==> src/rtl/pnl_serial_shifter.sv <==
// Front-panel serial shift engine: sends a parallel word MSB-first on sdo/sclk, pulses le,
// and (when PNL_SER_READBACK_EN is defined) captures the word returned on sdi.
module pnl_serial_shifter #(
  parameter int unsigned DATA_W  = 32,
  parameter int unsigned CLK_DIV = 4,
  parameter int unsigned LE_W    = 2
) (
  input  logic              csi_MCLK_clk,
  input  logic              rsi_MRST_reset_n,
  input  logic              start,
  input  logic [DATA_W-1:0] tx_data,
  output logic              busy,
  output logic              done,
  output logic [DATA_W-1:0] rx_data,
  output logic              sdo,
  input  logic              sdi,
  output logic              sclk,
  output logic              le,
  output logic              sta
);

  localparam int unsigned MaxDiv = (CLK_DIV > LE_W) ? CLK_DIV : LE_W;
  localparam int unsigned DivW   = (MaxDiv > 1) ? $clog2(MaxDiv) : 1;
  localparam int unsigned BitW   = $clog2(DATA_W) + 1;

  localparam logic [DivW-1:0] DivLast = DivW'(CLK_DIV - 1);
  localparam logic [DivW-1:0] LeLast  = DivW'(LE_W - 1);
  localparam logic [BitW-1:0] BitLast = BitW'(DATA_W - 1);

  typedef enum logic [2:0] {
    StIdle,
    StShiftLo,
    StShiftHi,
    StLatch,
    StFin
  } state_e;

  state_e            state_q, state_d;
  logic [DivW-1:0]   div_q, div_d;
  logic [BitW-1:0]   bit_q, bit_d;
  logic [DATA_W-1:0] sh_q, sh_d;
  logic              capture;
  logic              finish;

  always_ff @(posedge csi_MCLK_clk) begin
    if (!rsi_MRST_reset_n) begin
      state_q <= StIdle;
      div_q   <= '0;
      bit_q   <= '0;
      sh_q    <= '0;
    end else begin
      state_q <= state_d;
      div_q   <= div_d;
      bit_q   <= bit_d;
      sh_q    <= sh_d;
    end
  end

  always_comb begin
    state_d = state_q;
    div_d   = div_q;
    bit_d   = bit_q;
    sh_d    = sh_q;
    capture = 1'b0;
    finish  = 1'b0;
    unique case (state_q)
      // FIN accepts start too, giving back-to-back transfers.
      StIdle, StFin: begin
        if (start) begin
          sh_d    = tx_data;
          bit_d   = '0;
          div_d   = '0;
          state_d = StShiftLo;
        end else begin
          state_d = StIdle;
        end
      end
      StShiftLo: begin
        if (div_q == DivLast) begin
          div_d   = '0;
          state_d = StShiftHi;
        end else begin
          div_d = div_q + DivW'(1);
        end
      end
      StShiftHi: begin
        capture = (div_q == '0);
        if (div_q == DivLast) begin
          div_d = '0;
          if (bit_q == BitLast) begin
            state_d = StLatch;
          end else begin
            bit_d   = bit_q + BitW'(1);
            sh_d    = {sh_q[DATA_W-2:0], 1'b0};
            state_d = StShiftLo;
          end
        end else begin
          div_d = div_q + DivW'(1);
        end
      end
      StLatch: begin
        if (div_q == LeLast) begin
          div_d   = '0;
          finish  = 1'b1;
          state_d = StFin;
        end else begin
          div_d = div_q + DivW'(1);
        end
      end
      default: state_d = StIdle;
    endcase
  end

  assign busy = (state_q == StShiftLo) || (state_q == StShiftHi) || (state_q == StLatch);
  assign sta  = busy;
  assign sclk = (state_q == StShiftHi);
  assign le   = (state_q == StLatch);
  assign done = (state_q == StFin);
  // sdo only moves when sh_q shifts, which happens on the HI->LO transition.
  assign sdo  = busy & sh_q[DATA_W-1];

`ifdef PNL_SER_READBACK_EN
  logic [DATA_W-1:0] rx_sh_q;
  logic [DATA_W-1:0] rx_q;

  always_ff @(posedge csi_MCLK_clk) begin
    if (!rsi_MRST_reset_n) begin
      rx_sh_q <= '0;
      rx_q    <= '0;
    end else begin
      if (capture) begin
        rx_sh_q <= {rx_sh_q[DATA_W-2:0], sdi};
      end
      if (finish) begin
        rx_q <= rx_sh_q;
      end
    end
  end

  assign rx_data = rx_q;
`else
  logic unused_sig;
  assign unused_sig = ^{sdi, capture, finish};
  assign rx_data    = '0;
`endif

endmodule
==> config.mk <==
export PLATFORM = sky130hd
export DESIGN_NAME = pnl_serial_shifter
export DESIGN_NICKNAME = d
export VERILOG_FILES = /design/src/rtl/pnl_serial_shifter.sv
export SDC_FILE = /design/constraint.sdc
export NUM_CORES = 1
export LEC_CHECK = 0
export ABC_AREA = 1
export BUFFER_PORTS_ARGS = -buffer_cell sky130_fd_sc_hd__buf_4
export CAP_MARGIN = 20
export CORE_AREA = 4 4 90 84
export DETAILED_ROUTE_END_ITERATION = 7
export DIE_AREA = 0 0 94 88
export PLACE_DENSITY = 0.65
export REMOVE_ABC_BUFFERS = 1
export SYNTH_ARGS = -nofsm -noshare
export SYNTH_HDL_FRONTEND = slang
export SYNTH_SLANG_ARGS = --single-unit
==> constraint.sdc <==
create_clock -name csi_MCLK_clk -period 3.5 [get_ports csi_MCLK_clk]
set_input_delay 0.175 -clock csi_MCLK_clk [delete_from_list [all_inputs] [get_ports csi_MCLK_clk]]
set_output_delay 0.175 -clock csi_MCLK_clk [all_outputs]
set_load 0.1 [all_outputs]
==> results of run 1 <==
==> critical path: stages, from the launching register on <==
cell	delay (ps)
dfxtp_1	400
ha_1	190
inv_1	60
nand3_1	260
nand3_4	610
a21oi_1	340
nor2_1	60
==> sequential cells by signal, summed over array words and instances, names as in the netlist <==
name and flops:
sh_q 32, bit_q 6, div_q 2, state_q 3
==> layout make-up <==
type / count / area (µm²)
timing repair buffer: 41 / 307.8
inverter: 52 / 195.2
clock buffer: 6 / 72.57
tap: 90 / 112.6
multi-input combinational: 297 / 1270
fill: 712 / 3697
sequential: 43 / 860.8
==> cell usage in the layout, fill, tap and decap left out, drive strengths merged <==
cell type and count:
a22oi 1, o21ai 34, clkbuf 6, nor3 2
nand4 5, nand3 8, dfxtp 43, a21oi 6
nor2 81, inv 52, o21bai 1, nand2 122
a31oi 1, ha 4, conb 32, buf 41
==> worst min path at each step <==
stage	start	end	slack [ps]	cells after the start
after global placement	sh_q[0]	sh_q[0]	450	2
after global routing	tx_data[0]	sh_q[0]	160	3
after detailed placement	sh_q[0]	sh_q[0]	460	2
final	tx_data[0]	sh_q[0]	180	3
after floorplan	rsi_MRST_reset_n	sh_q[10]	300	2
after CTS	tx_data[0]	sh_q[0]	160	3
==> stage by stage <==
step / utilization, % / total power [mW] / std cells
after detailed placement: 42.15 / 2.261 / 523
after floorplan: - / 1.971 / 392
after global placement: 42.15 / 2.232 / 523
after CTS: 43.26 / 2.557 / 529
after global routing: 43.26 / 2.814 / 529
final: 43.26 / 2.528 / 529
==> routing by layer <==
metal	track usage [%]	vias to the layer above
li1	-	1222
met1	15.39	904
met2	20.37	60
met3	3.007	2
met4	3.281	0
met5	0	-
==> kinds of logic (layout without fill, tap and decap cells) <==
kind of cell / after synthesis / count (layout)
buffers and inverters: 103 / 99
AOI/OAI and AO/OA: 43 / 43
adders and majority gates: 4 / 4
other: 1 / 32
and+or+nand+nor: 218 / 218
DFF: 43 / 43
==> report_power, final <==
part	total [mW]	switching [mW]	internal (mW)
Sequential	0.762	0.0750	0.687
Combinational	1.48	1.09	0.391
Clock	0.287	0.154	0.133
Total	2.53	1.32	1.21
==> out/metrics.cfg, run 1 <==
[critical_path]
end_kind = flip-flop
arrival_ps = 2230
r2r_cells = 6
cp.required_ps = 3680
critPathLaunch = div_q[0]
r2r_start = div_q[0]
r2r_end = bit_q[0]
crit_path_max_fanout = 70
worstSetupStartpointType = flip-flop
critPathKind = flip-flop to flip-flop
ff2ff_setup_slack_ps = 1450
crit_end = bit_q[0]

[routing]
ant_nets = 0
wl_met3_um = 325
viasPerCell = 4.136
top_layer_used = met4
routed_wl_um = 4891
drtPass1Iterations = 4
wl_met1_um = 2428
drc = 0
drtIter0Drc = 92
route.met2.wl_um = 2112
post_drt_wl_per_cell_um = 9.246
vias = 2188

[sta]
drv_slew = 0
fin_crit_ps = 2055
clock_skew_ps = 4.998
timing.setup.tns_ps = 0
finalSetupViolCount = 0
max_freq_ghz = 0.4867
rsz0062_at_grt = false
relSlewSlack_pct = 51.33
fin_crit_sh_pct = 58.70
fin_ws_ps = 1445
timing.hold.ws_ps = 179.4
worstMarginPinSlew_ps = 730.0
hold_violations = 0

[pwr]
power_leakage_nw = 1.540
p_per_area_mw_per_mm2 = 896.7
peakVddDrop_v = 0.0006779

[clock_tree]
path_clk_slew_ps = 80
h-tree-depth = 2
numCtsBuffers = 5
postCtsHoldBufs = 0
cts_sinks = 43
clk_latency_ps = 290
cts_root_buffer = clkbuf_8
cts_resized = 0
cts_buffer_depth = 2
cts_tree = built
cts_setup_buffers = 0

[placement]
hpwl_um = 3274
gp_congestion = 0.7647
portBuffers = 40
post-place-ws_ps = 1449
placed_cell_area_mm2 = 0.002746

[status]
status = finished, final reports clean

[logic_synthesis]
syn_area_per_cell_um2 = 6.235
syn_area_mm2 = 0.002569
ys_seq_area_share_pct = 33.51
synth.area.top_cells = dfxtp_1 (34%), nand2_1 (18%), nor2_1 (12%), buf_4 (11%), inv_1 (7.5%)
synth_top_cell_by_area = dfxtp_1
synth_compound_area_share_pct = 8.622
async_flop_share_pct = 0
yosys_warnings = 0
yosysMostFrequentCell = nand2_1
synth_top_family_by_area = simple AND/OR/NAND/NOR gates
synthXorXnorAreaFrac_pct = 0
synth_common_cells = nand2_1 (120), nor2_1 (80), inv_1 (51)
ys_ff_latch = 43
synth_top_area_share_pct = 33.51
synth-edff-count = 0
ys_types = 23
synth-main-ff-cell = dfxtp_1
synth_fa_ha_area_share_pct = 1.948
synthSimpleGateAreaFrac_pct = 34.00
synth.area.mux_share_pct = 0
synthCells = 412

[final_layout]
fin_nets = 480
drive_gt1_share_pct = 11.85
areaGrowthSynthToFinish_pct = 9.742
final_cell_area_mm2 = 0.002819
diodes = 0

[global_route]
antenna_found_initial = 0
overflow = 0
grt_pass1_vias = 1927
grt_pass1_wl_um = 8252
grt_start_max_net_pins = 71
grtUsageTotal_pct = 12.06

[die]
start_util_pct = 39.42
rows = 28
die_y_um = 88
die_x_um = 94
ios = 74
die_area_mm2 = 0.008272
core_mm2 = 0.006516

[flow_run]
maxCapViolCount = 0

[hold_path]
hold_path.class = primary input to flip-flop

Note: power is estimated with default switching activity, not from simulation.
==> inputs of run 2 (changes only) <==
Settings changed: ABC_AREA 1 to 0, CORE_AREA 4 4 90 84 to 4 4 91 84, DIE_AREA 0 0 94 88 to 0 0 95 88.
Clock period 3.5 ns to 2 ns, I/O delays scaled along.
==> run 2 against run 1 <==
Net effect: sequential cell count stayed put; sequential power is 24% higher; final cell count is 26% lower; total power is 16% lower; hold slack worse by 110 ps.
==> out/metrics.cfg, run 2 <==
[status]
status = finished, final reports clean

[global_route]
grtUsageTotal_pct = 13.09  ; +1.0 points
grt_use_met1_pct = 16.75  ; +1.4 points
met2_usage_pct = 21.57  ; +1.2 points
grtUsageMet3_pct = 4.124  ; +1.1 points
grt_pass1_wl_um = 8556  ; +3.7%
grt_pass1_vias = 1808  ; -6.2%
overflow = 0  ; unchanged
busiest_layer = met2
antenna_found_initial = 0  ; unchanged
grt_start_max_net_pins = 35  ; -51%

[sta]
hold_violations = 0  ; unchanged
fin_ws_ps = 104.0  ; -1341 ps
max_freq_ghz = 0.5274
fin_crit_sh_pct = 94.80
clock_skew_ps = 11.01  ; +6.009 ps
rsz0062_at_grt = false
finalSetupViolCount = 0  ; unchanged
fin_crit_ps = 1896
drv_slew = 0  ; unchanged

[pwr]
power.switching_mw = 0.7477  ; -43%
peakVddDrop_v = 0.0003663  ; -46%
pwr-share-seq_pct = 44.6  ; +15 points
power.share.switching_pct = 35.21  ; -17 points
internal_power_mw = 1.376  ; +14%
p_per_area_mw_per_mm2 = 714.2  ; -20%
power_frac_comb_pct = 26.3  ; -32 points
pwr-share-clk_pct = 29.1  ; +18 points
power_leakage_nw = 1.706  ; +11%

[die]
core_mm2 = 0.006586  ; +1.1%
start_util_pct = 39.72  ; +0.30 points
die_area_mm2 = 0.008360  ; +1.1%
die_x_um = 95  ; +1.1%
ios = 74  ; unchanged
die_y_um = 88  ; unchanged
rows = 28  ; unchanged

[hold_path]
hold_path.class = primary input to flip-flop

[final_layout]
largest_reg_flops = 32  ; unchanged
fin_nets = 340  ; -29%
num-fill-cells = 656  ; -7.9%
layout_commonest_cell = buf_4
top_register = sh_q
diodes = 0  ; unchanged
drive_gt1_share_pct = 29.24  ; +17 points
final_cell_mix = buf_4 (48), dfxtp_1 (43), mux2i_1 (32), conb_1 (32), o211a_1 (31)
areaGrowthSynthToFinish_pct = 13.63
reg_top3 = sh_q: 32 flops, bit_q: 6 flops, state_q: 3 flops
fin_cells = 391  ; -26%

[logic_synthesis]
ys_seq_area_share_pct = 32.90  ; -0.61 points
synthCells = 266  ; -35%
synth_common_cells = dfxtp_1 (43), buf_4 (34), mux2i_1 (32)
synth.area.top_cells = dfxtp_1 (33%), mux2i_1 (12%), o211a_1 (12%), buf_4 (9.8%), nand3_2 (7.7%)
yosysMostFrequentCell = dfxtp_1
synth-main-ff-cell = dfxtp_1
syn_area_per_cell_um2 = 9.836  ; +58%
async_flop_share_pct = 0  ; unchanged
ys_types = 44  ; +91%
syn_area_mm2 = 0.002616  ; +1.9%
synth_top_cell_by_area = dfxtp_1
ys_ff_latch = 43  ; unchanged
yosys_warnings = 0  ; unchanged
synth_top_area_share_pct = 32.90  ; -0.61 points
synth-edff-count = 0  ; unchanged

[clock_tree]
cts_tree = built
cts_resized = 4  ; +4
cts_sinks = 43  ; unchanged
clk_latency_ps = 310  ; +20 ps
postCtsHoldBufs = 0  ; unchanged
cts_root_buffer = clkbuf_8
cts_setup_buffers = 0  ; unchanged
cts_buffer_depth = 2  ; unchanged
numCtsBuffers = 5  ; unchanged
path_clk_slew_ps = 90  ; about the same
h-tree-depth = 2  ; unchanged

[critical_path]
arrival_ps = 1800  ; -430 ps
path_buf_inv = 4  ; +3
cp.required_ps = 1900  ; -1780 ps
worst_path_dominant_cell_family = buffers and inverters
crit_path_max_fanout = 20  ; -71%
critPathKind = flip-flop to primary output
cp_slowest_cell = or3b_4
worstSetupStartpointType = flip-flop
ff2ff_setup_slack_ps = 170  ; -1280 ps
slowest_delay_ps = 450  ; -160 ps
crit_chain = or3b_4 > buf_6 > clkinv_2 > buf_4 > buf_8
end_kind = primary output

[placement]
gp_congestion = 0.8018  ; +4.9%
hpwl_um = 3621  ; +11%
portBuffers = 40  ; unchanged
post-place-ws_ps = 40.37  ; -1409 ps
placed_cells = 383  ; -27%

[routing]
post_drt_wl_per_cell_um = 13.41  ; +45%
routed_wl_um = 5243  ; +7.2%
vias = 1951  ; -11%
drtPass1Iterations = 4  ; unchanged
drtIter0Drc = 125  ; +36%
viasPerCell = 4.990  ; +21%
drc = 0  ; unchanged
ant_nets = 0  ; unchanged

[flow_run]
maxCapViolCount = 0  ; unchanged

[run 2: cell types whose count changed in the layout (fill, tap and decap cells not counted), moves of 3 or more]
cell     change
nand3_1      +8
buf_4        +7
nor2_1      -73
nand2_1    -113
o21ai_0     -27
nand4_1      -3
nand3_2     +20
o211a_1     +31
inv_1       -47
mux2i_1     +32
[run 2: cells by family after synthesis]
kind of cell    after synthesis  synth area share [%]
compound gates               55                 17.65
flops                        43                 32.90
buf+inv                      59                 15.69
mux                          34                 13.68
simple gates                 70                 18.03
fa+ha+maj                     4                 1.913
other cells                   1                0.1433
[run 2: tightest hold or removal path, cell delays in order]
cell and delay [ps]:
buf_4 110, nand4_1 60, a21oi_1 60
[run 2: worst paths after layout]
check              from  endpoint  cells after the start
max          state_q[1]      sclk                      5
min          tx_data[0]   sh_q[0]                      3
max reg2reg    bit_q[0]  bit_q[3]                      6
min reg2reg    bit_q[5]  bit_q[5]                      2
[run 2: final cells by class]
cell class / count / area, µm² / area share (%)
Tap cell: 90 / 112.6 / 3.788
Sequential cell: 43 / 860.8 / 28.96
Multi-Input combinational cell: 195 / 1493 / 50.21
Inverter: 5 / 20.02 / 0.6734
Clock buffer: 8 / 100.1 / 3.367
Timing Repair Buffer: 50 / 386.6 / 13.01
[run 2: power by group through the flow]
stage,sequential [mW],combinational [mW],clock (mW)
5_1_grt,0.954,0.597,0.669
3_5_place_dp,0.966,0.557,0
3_3_place_gp,0.964,0.553,0
2_1_floorplan,0.960,0.444,0
6_report,0.947,0.559,0.618
4_1_cts,0.946,0.558,0.635
[run 2: stage by stage]
stage / area, µm² / utilization (%) / setup TNS, ps / hold WS (ps) / power, mW
after floorplan: 2342 / - / -38810 / 233.4 / 1.404
after global routing: 2973 / 45.14 / 0 / 74.38 / 2.221
after detailed placement: 2830 / 42.97 / 0 / 393.6 / 1.523
after global placement: 2830 / 42.97 / 0 / 388.9 / 1.517
after CTS: 2944 / 44.70 / 0 / 63.57 / 2.139
final: 2973 / 45.14 / 0 / 66.23 / 2.123
[run 2: routing by layer]
metal	vias to the layer above	wire length, µm
li1	975	-
met1	910	2388
met2	60	2413
met3	6	394
met4	0	47
met5	-	0
==> inputs of run 3 (changes only) <==
Settings changed: PLACE_DENSITY 0.65 to unset, PLACE_DENSITY_LB_ADDON set to 0.08.
==> run 3 against run 2 <==
Net effect: final cell count up 1.0%; sequential share of layout area shrank 0.31 points; core utilization increased by 0.49 points; combinational power is 3% higher; clock skew fell by 2.3 ps; wire length rose by 2.3%.
==> out/metrics.cfg, run 3 (synthesis gave the netlist of run 2 again) <==
[critical_path]
cpMostUsedCell = buf_4
worst_path_dominant_cell_family = buffers and inverters
crit_path_max_fanout = 7  ; -65%
worstSetupStartpointType = flip-flop
slowest_delay_ps = 540  ; +90 ps
crit_chain = or3b_2 > buf_4 > clkinv_2 > buf_4 > buf_6
arrival_ps = 1800  ; about the same
cp_slowest_cell = or3b_2
ff2ff_setup_slack_ps = 130  ; -40 ps
r2r_start = bit_q[0]
path_buf_inv = 4  ; unchanged
r2r_end = bit_q[3]
end_kind = primary output
cp.required_ps = 1900  ; about the same
critPathKind = flip-flop to primary output
r2r_cells = 6  ; unchanged

[final_layout]
drive_gt1_share_pct = 29.84  ; +0.60 points
final_cell_mix = buf_4 (49), dfxtp_1 (43), mux2i_1 (32), conb_1 (32), o211a_1 (31)
top_register = sh_q
fin_cells = 395  ; +1.0%
diodes = 0  ; unchanged
fin_nets = 344  ; +1.2%
areaGrowthSynthToFinish_pct = 14.87
reg_top3 = sh_q: 32 flops, bit_q: 6 flops, state_q: 3 flops
layout_commonest_cell = buf_4
largest_reg_flops = 32  ; unchanged

[die]
die_y_um = 88  ; unchanged
die_x_um = 95  ; unchanged
ios = 74  ; unchanged
core_mm2 = 0.006586  ; unchanged
start_util_pct = 39.72  ; unchanged
die_area_mm2 = 0.008360  ; unchanged
rows = 28  ; unchanged

[routing]
viasPerCell = 4.977  ; -0.25%
drtIter0Drc = 96  ; -23%
ant_nets = 0  ; unchanged
vias = 1966  ; +0.77%
drtPass1Iterations = 4  ; unchanged
routed_wl_um = 5361  ; +2.3%
post_drt_wl_per_cell_um = 13.57  ; +1.2%
drc = 0  ; unchanged

[sta]
fin_ws_ps = 102.2  ; -1.808 ps
timing.setup.tns_ps = 0  ; unchanged
rsz0062_at_grt = false
fin_crit_sh_pct = 94.89  ; about the same
hold_violations = 0  ; unchanged
clock_skew_ps = 8.753  ; -2.254 ps
finalSetupViolCount = 0  ; unchanged
fin_crit_ps = 1898  ; +1.808 ps
max_freq_ghz = 0.5269  ; about the same
drv_slew = 0  ; unchanged
timing.hold.ws_ps = 75.73  ; +9.505 ps

[placement]
placed_cells = 387  ; +1.0%
hpwl_um = 3652  ; +0.85%
post-place-ws_ps = 147.1  ; +106.7 ps
gp_congestion = 0.7772  ; -3.1%
portBuffers = 40  ; unchanged

[clock_tree]
cts_tree = built
cts_root_buffer = clkbuf_8
cts_setup_buffers = 0  ; unchanged
clk_latency_ps = 300  ; about the same
numCtsBuffers = 5  ; unchanged
cts_sinks = 43  ; unchanged
cts_buffer_depth = 2  ; unchanged
path_clk_slew_ps = 80  ; about the same
cts_resized = 0  ; -4
h-tree-depth = 2  ; unchanged
postCtsHoldBufs = 0  ; unchanged

[global_route]
grt_start_max_net_pins = 33  ; -5.7%
grt_pass1_vias = 1809  ; +0.055%
grtUsageTotal_pct = 12.92  ; -0.17 points
overflow = 0  ; unchanged
antenna_found_initial = 0  ; unchanged
grt_pass1_wl_um = 8625  ; +0.81%

[pwr]
p_per_area_mw_per_mm2 = 689.4  ; -3.5%
peakVddDrop_v = 0.0002427  ; -34%
power_leakage_nw = 1.726  ; +1.2%

[hold_path]
min_path_cells = 3  ; unchanged
min_to = sh_q[0]
hp-start = tx_data[0]
hold_path.class = primary input to flip-flop

[flow_run]
maxCapViolCount = 0  ; unchanged

[status]
status = finished, final reports clean

==> run 3: power breakdown <==
part	switching [mW]	total (mW)	internal (mW)
clock	0.307	0.552	0.245
sequential	0.0296	0.944	0.915
combinational	0.418	0.576	0.158
total	0.755	2.07	1.32
==> run 3: routing by layer <==
metal  vias to the layer above  track usage [%]  share of wire [%]
li1                        978                -                  -
met1                       913            16.51                 46
met3                         5            3.866                8.4
met5                         -                0                  0
met4                         0            3.539               0.82
met2                        70            21.25                 45
==> run 3: through the flow <==
| stage | total power [mW] | instance area [µm²] | util (%) |
|---|---|---|---|
| after detailed placement | 1.543 | 2910 | 44.19 |
| after CTS | 2.089 | 2995 | 45.48 |
| after global placement | 1.540 | 2910 | 44.19 |
| final | 2.072 | 3005 | 45.63 |
| after floorplan | 1.404 | 2342 | - |
| after global routing | 2.165 | 3005 | 45.63 |
==> run 3: worst min-delay path: stages <==
cell and delay [ps]:
buf_4 110, nand4_1 60, a21oi_1 60
==> run 3: cell type report <==
class / count / area [µm²]
fillers: 652 / 3581
multi-input cells: 195 / 1468
flip-flops and latches: 43 / 860.8
repair buffers: 54 / 459.2
well taps: 90 / 112.6
clock buffers: 6 / 72.57
inverters: 5 / 20.02
clock inverters: 2 / 12.51
==> run 3: worst max-delay path by stage <==
stage | from | end | slack, ps | depth (start not counted)
final | state_q[2] | sclk | 100 | 5
after detailed placement | bit_q[0] | sh_q[8] | 150 | 6
after global placement | bit_q[0] | sh_q[19] | 130 | 6
after CTS | state_q[2] | sclk | 30 | 5
after global routing | state_q[2] | sclk | 20 | 5
after floorplan | state_q[0] | bit_q[3] | -1250 | 5
